==> src/rtl/hifigan_act_pkg.sv <==
// Shared definitions for the HiFi-GAN activation units: mode encodings and
// the default Q15 leaky slope.
package hifigan_act_pkg;

  typedef enum logic [1:0] {
    ACT_LEAKY  = 2'd0,
    ACT_RELU   = 2'd1,
    ACT_BYPASS = 2'd2
  } act_mode_e;

  // 0.1 in Q15
  localparam int ACT_DEFAULT_SLOPE = 3277;

endpackage

==> src/rtl/leaky_relu_lane.sv <==
// Per-lane combinational datapath: the slope product feeding stage 1, and the
// round/saturate/select that turns a stage-1 product into the stage-2 result.
module leaky_relu_lane
  import hifigan_act_pkg::*;
#(
  parameter int DATA_W  = 16,
  parameter int SLOPE_W = 16,
  parameter int FRAC_W  = 15
) (
  input  logic [DATA_W-1:0]         x,
  input  logic [SLOPE_W-1:0]        slope,
  output logic [DATA_W+SLOPE_W-1:0] prod,
  input  logic [DATA_W-1:0]         x_r,
  input  logic                      neg_r,
  input  logic [1:0]                mode_r,
  input  logic [DATA_W+SLOPE_W-1:0] prod_r,
  output logic [DATA_W-1:0]         y
);

  localparam int PROD_W = DATA_W + SLOPE_W;
  localparam logic [PROD_W:0] RND = (PROD_W+1)'(1) << (FRAC_W - 1);

  logic signed [PROD_W-1:0] x_ext;
  logic signed [PROD_W-1:0] slope_ext;
  logic [PROD_W:0]          sum;
  logic [PROD_W:0]          shifted;
  logic                     fits;
  logic [DATA_W-1:0]        scaled;

  assign x_ext     = {{SLOPE_W{x[DATA_W-1]}}, x};
  assign slope_ext = {{DATA_W{slope[SLOPE_W-1]}}, slope};
  assign prod      = x_ext * slope_ext;

  // One guard bit above the product keeps the rounding add from wrapping.
  assign sum     = {prod_r[PROD_W-1], prod_r} + RND;
  assign shifted = $signed(sum) >>> FRAC_W;
  assign fits    = (&shifted[PROD_W:DATA_W-1]) | ~(|shifted[PROD_W:DATA_W-1]);
  assign scaled  = fits ? shifted[DATA_W-1:0] :
                   (shifted[PROD_W] ? {1'b1, {(DATA_W-1){1'b0}}}
                                    : {1'b0, {(DATA_W-1){1'b1}}});

  always_comb begin
    y = x_r;
    if (neg_r) begin
      case (mode_r)
        ACT_LEAKY: y = scaled;
        ACT_RELU:  y = '0;
        default:   y = x_r;
      endcase
    end
  end

endmodule

==> src/rtl/leaky_relu_stream.sv <==
// Streaming multi-lane Leaky ReLU: two-stage pipeline with a single global
// advance enable, so a stalled output freezes the whole pipe.
module leaky_relu_stream
  import hifigan_act_pkg::*;
#(
  parameter int DATA_W    = 16,
  parameter int FRAC_W    = 15,
  parameter int SLOPE_W   = 16,
  parameter int LANES     = 4,
  parameter int SLOPE_RST = ACT_DEFAULT_SLOPE
) (
  input  logic                      clk,
  input  logic                      rst_n,
  input  logic                      cfg_we,
  input  logic [1:0]                cfg_mode,
  input  logic [SLOPE_W-1:0]        cfg_slope,
  input  logic                      s_valid,
  output logic                      s_ready,
  input  logic [LANES*DATA_W-1:0]   s_data,
  input  logic                      s_last,
  output logic                      m_valid,
  input  logic                      m_ready,
  output logic [LANES*DATA_W-1:0]   m_data,
  output logic                      m_last
);

  localparam int PROD_W = DATA_W + SLOPE_W;
  localparam int BEAT_W = LANES * DATA_W;

  logic                    en;
  logic [1:0]              mode_q, mode_d;
  logic [SLOPE_W-1:0]      slope_q, slope_d;

  logic                    s1_valid_q, s1_valid_d;
  logic [BEAT_W-1:0]       s1_data_q, s1_data_d;
  logic [LANES-1:0]        s1_neg_q, s1_neg_d;
  logic [1:0]              s1_mode_q, s1_mode_d;
  logic [LANES*PROD_W-1:0] s1_prod_q, s1_prod_d;
  logic                    s1_last_q, s1_last_d;

  logic                    m_valid_q, m_valid_d;
  logic [BEAT_W-1:0]       m_data_q, m_data_d;
  logic                    m_last_q, m_last_d;

  logic [LANES*PROD_W-1:0] prod_c;
  logic [BEAT_W-1:0]       y_c;
  logic [LANES-1:0]        neg_c;

  for (genvar i = 0; i < LANES; i++) begin : g_lane
    assign neg_c[i] = s_data[i*DATA_W + DATA_W - 1];

    leaky_relu_lane #(
      .DATA_W (DATA_W),
      .SLOPE_W(SLOPE_W),
      .FRAC_W (FRAC_W)
    ) u_lane (
      .x     (s_data[i*DATA_W +: DATA_W]),
      .slope (slope_q),
      .prod  (prod_c[i*PROD_W +: PROD_W]),
      .x_r   (s1_data_q[i*DATA_W +: DATA_W]),
      .neg_r (s1_neg_q[i]),
      .mode_r(s1_mode_q),
      .prod_r(s1_prod_q[i*PROD_W +: PROD_W]),
      .y     (y_c[i*DATA_W +: DATA_W])
    );
  end

  assign en      = !m_valid_q || m_ready;
  assign s_ready = en;
  assign m_valid = m_valid_q;
  assign m_data  = m_data_q;
  assign m_last  = m_last_q;

  // Beats capture the config registers, not cfg_*, so a same-cycle write
  // only reaches the beats accepted afterwards.
  always_comb begin
    mode_d     = mode_q;
    slope_d    = slope_q;
    s1_valid_d = s1_valid_q;
    s1_data_d  = s1_data_q;
    s1_neg_d   = s1_neg_q;
    s1_mode_d  = s1_mode_q;
    s1_prod_d  = s1_prod_q;
    s1_last_d  = s1_last_q;
    m_valid_d  = m_valid_q;
    m_data_d   = m_data_q;
    m_last_d   = m_last_q;

    if (cfg_we) begin
      mode_d  = cfg_mode;
      slope_d = cfg_slope;
    end

    if (en) begin
      s1_valid_d = s_valid;
      if (s_valid) begin
        s1_data_d = s_data;
        s1_neg_d  = neg_c;
        s1_mode_d = mode_q;
        s1_prod_d = prod_c;
        s1_last_d = s_last;
      end
      m_valid_d = s1_valid_q;
      if (s1_valid_q) begin
        m_data_d = y_c;
        m_last_d = s1_last_q;
      end
    end
  end

  always_ff @(posedge clk) begin
    if (!rst_n) begin
      mode_q     <= 2'(ACT_LEAKY);
      slope_q    <= SLOPE_W'(SLOPE_RST);
      s1_valid_q <= 1'b0;
      s1_data_q  <= '0;
      s1_neg_q   <= '0;
      s1_mode_q  <= '0;
      s1_prod_q  <= '0;
      s1_last_q  <= 1'b0;
      m_valid_q  <= 1'b0;
      m_data_q   <= '0;
      m_last_q   <= 1'b0;
    end else begin
      mode_q     <= mode_d;
      slope_q    <= slope_d;
      s1_valid_q <= s1_valid_d;
      s1_data_q  <= s1_data_d;
      s1_neg_q   <= s1_neg_d;
      s1_mode_q  <= s1_mode_d;
      s1_prod_q  <= s1_prod_d;
      s1_last_q  <= s1_last_d;
      m_valid_q  <= m_valid_d;
      m_data_q   <= m_data_d;
      m_last_q   <= m_last_d;
    end
  end

endmodule

==> config.mk <==
export PLATFORM = sky130hd
export DESIGN_NAME = leaky_relu_stream
export DESIGN_NICKNAME = d
export VERILOG_FILES = /design/src/rtl/hifigan_act_pkg.sv /design/src/rtl/leaky_relu_lane.sv /design/src/rtl/leaky_relu_stream.sv
export SDC_FILE = /design/constraint.sdc
export NUM_CORES = 2
export LEC_CHECK = 0
export CAP_MARGIN = 40
export CORE_MARGIN = 1.5
export CORE_UTILIZATION = 25
export DETAILED_ROUTE_END_ITERATION = 6
export GPL_TIMING_DRIVEN = 0
export PLACE_DENSITY = 0.36
export SLEW_MARGIN = 20
export SYNTH_ARGS = -nofsm -noshare
export SYNTH_HDL_FRONTEND = slang
export SYNTH_HIERARCHICAL = 1
export SYNTH_SLANG_ARGS = --single-unit
==> constraint.sdc <==
create_clock -name clk -period 13.4 [get_ports clk]
set_clock_uncertainty 0.05 [all_clocks]
set_input_delay 2.01 -clock clk [delete_from_list [all_inputs] [get_ports clk]]
set_output_delay 2.01 -clock clk [all_outputs]
set_load 0.02 [all_outputs]
==> results by group <==
Clock network
  – Inserted Clock Buffers: 29
  – Clock Latency Late Sink: 0.62 ns
  – Maximum buffer depth of the clock tree: 3
  – Post-CTS Setup Bufs: 0
  – Post-cts gate resize count: 0
  – CTS sink count: 224
  – CTS tree: yes
  – Root buffer cell: clkbuf_16
  – Clock slew at reported path FFs: 0.06 ns
  – Htree depth: 1
  – Post-CTS Hold Buffers: 0

STA
  – Final hold viol count: 0
  – TNS Setup: 0 ns
  – Setup repair after global routing missed its margin: no
  – Final Slew Violations: 0
  – Final period util: 71.9%
  – Final worst path period need: 9.64 ns
  – Measured slew at the worst slew-check pin: 0.888 ns
  – FMAX: 104 MHz
  – Relative slew slack: 40.0%
  – Final setup fails: 0

Worst setup path
  – Flop-to-flop setup slack: 5.22 ns
  – CP required: 13.88 ns
  – CP max stage cell: clkdlybuf4s50_1
  – Critical Path Fanout Max: 10
  – FF-to-FF End: s1_prod_q[31]$_SDFFE_PN0P_
  – Slowest stage delay, CP: 0.93 ns
  – Crit Path Class: input pin to register
  – FF-to-FF path depth: 22
  – Worst EP arrival: 10.12 ns
  – R2r startpoint: slope_q[15]$_SDFFE_PN0P_
  – Critical path launch point type: input pin
  – CP Capture Type: register
  – Crit path top cell by count: fa_1
  – Crit path cell chain: clkdlybuf4s50_1 -> clkbuf_1 -> nand2_1 -> fa_1 -> inv_1 -> fa_1 -> inv_1 -> fa_1 -> inv_1 -> fa_1 -> fa_1 -> inv_1 -> fa_1 -> inv_1 -> ha_1 -> and4_1 -> nand3_2 -> a2111oi_4 -> o211ai_4 -> a2111oi_4 -> nor4_1 -> a311oi_1 -> nand2_1 -> mux2i_1

Placed design
  – Dpl cells: 8363
  – Routability cong.: 0.794
  – # port buffers: 152
  – HPWL after DPL: 146 mm

Synth
  – Mapped Area: 0.0497 sq mm
  – YS warnings: 6
  – Syn Nets: 7024
  – Syn_area_per_cell: 8.94 sq um
  – Syn Inst Count: 5556

GRT
  – Pin count of the biggest net entering global routing: 30
  – Vias in the first global route: 40300
  – Gr usage total: 18.0%
  – Initial antenna violation count: 26
  – Gr ovfl total: 0
  – First-pass GRT wire length: 269 mm

Cells and area
  – Synth-to-layout area growth: 12.5%
  – Nets@finish: 7224
  – Filler instances: 21400
  – Final Instance Count excl. Fillers: 8429
  – Share of cells above drive strength 1: 2.84%

Routing
  – Post-DR vias/cell: 4.33
  – Vias: 36500
  – Post-route ant nets: 0
  – First DRT Iteration DRCs: 1794
  – Wire per inst: 21.1 um
  – Routed wire length: 178 mm
  – First-pass detailed-route iteration total: 5
  – Detailed-route DRC error count: 0

Run
  – Max-Cap Viols: 0

Worst hold path
  – Hold_sp: s1_data_q[50]$_SDFFE_PN0P_
  – Hold depth: 2
  – Hold WC Path Type: register to register
  – Worst Hold Endpoint: s1_data_q[50]$_SDFFE_PN0P_

Die
  – CORE AREA: 0.197 sq mm
  – Io pins: 155
  – Die Ht: 449 um
  – DIE WIDTH: 449 um
  – Starting Density: 25.2%
  – Row count: 163
  – Total Die Area: 0.201 sq mm

Status
  – Status: completed
## cells in the final DEF, fill, tap and decap left out, drive strengths merged, types with 6 or more instances in the layout
cell and n:
o21bai 12, a21oi 93, and2 495, nand3 53
nor2b 22, o21a 13, a211oi 8, nand4 11
and3 21, dfxtp 224, buf 63, nor3 19
nand2 1014, o211ai 21, diode 11, a21o 25
a22oi 20, nand2b 31, a22o 23, a41oi 6
a31oi 7, xnor2 109, mux2i 222, clkdlybuf4s50 152
fa 1048, xor2 49, inv 1184, nand3b 7
o21ai 57, nor2 123, ha 332, or3 8
clkbuf 230
## area by class of cell
class / instances / area, sq um / share of cell area (%)
inverters: 1182 / 4440 / 7.94
diodes: 11 / 27.5 / 0.0493
clock inverters: 10 / 125 / 0.224
clock buffers: 43 / 868 / 1.55
well taps: 2640 / 3300 / 5.91
flip-flops and latches: 224 / 4540 / 8.12
repair buffers: 169 / 1840 / 3.29
multi-input cells: 3917 / 39700 / 71.0
plain buffers: 233 / 1060 / 1.89
## layer usage
| layer | GRT usage (%) | vias to the layer above | part of all wire, % |
|---|---|---|---|
| li1 | - | 17000 | - |
| met1 | 23.0 | 18700 | 43 |
| met2 | 32.7 | 593 | 51 |
| met3 | 1.07 | 157 | 2.8 |
| met4 | 4.95 | 0 | 3.2 |
| met5 | 0 | - | 0 |
## how the worst max path moves through the flow
stage	start	endpoint	slack, ns	cells after the start
finish	s_data[7]	s1_prod_q[31]$_SDFFE_PN0P_	3.76	24
global route	s_data[6]	s1_prod_q[31]$_SDFFE_PN0P_	3.32	24
floorplan	s_data[47]	s1_prod_q[94]$_SDFFE_PN0P_	5.47	22
detailed placement	s_data[6]	s1_prod_q[31]$_SDFFE_PN0P_	3.11	24
global placement	s_data[6]	s1_prod_q[31]$_SDFFE_PN0P_	3.09	24
CTS	s_data[6]	s1_prod_q[31]$_SDFFE_PN0P_	3.76	24
## critical path, delay by kind of cell
kind            cells  cell delay, ns
fa+ha+maj           7            3.47
compound gates      4            1.79
simple gates        5            0.81
buf+inv             7            1.83
mux                 1            0.16
## registers in the layout, indices dropped and copies added (netlist names)
register / count
m_valid: 1
s1_data_q: 64
m_last: 1
s1_valid_q: 1
slope_q: 16
s1_last_q: 1
mode_q: 2
m_data: 64
s1_prod_q: 72
s1_mode_q: 2
## through the flow
stage	util [%]	area, sq um	hold slack (ns)	setup WS, ns
CTS	28.3	55800	0.410	3.76
global route	28.3	55800	0.425	3.32
floorplan	-	49700	0.384	5.47
global placement	27.6	54500	0.394	3.09
detailed placement	27.8	54800	0.399	3.11
finish	28.3	55900	0.409	3.76
Power is not shown: default switching activity piles up to over one toggle a cycle in this logic, so the estimate is an artifact.
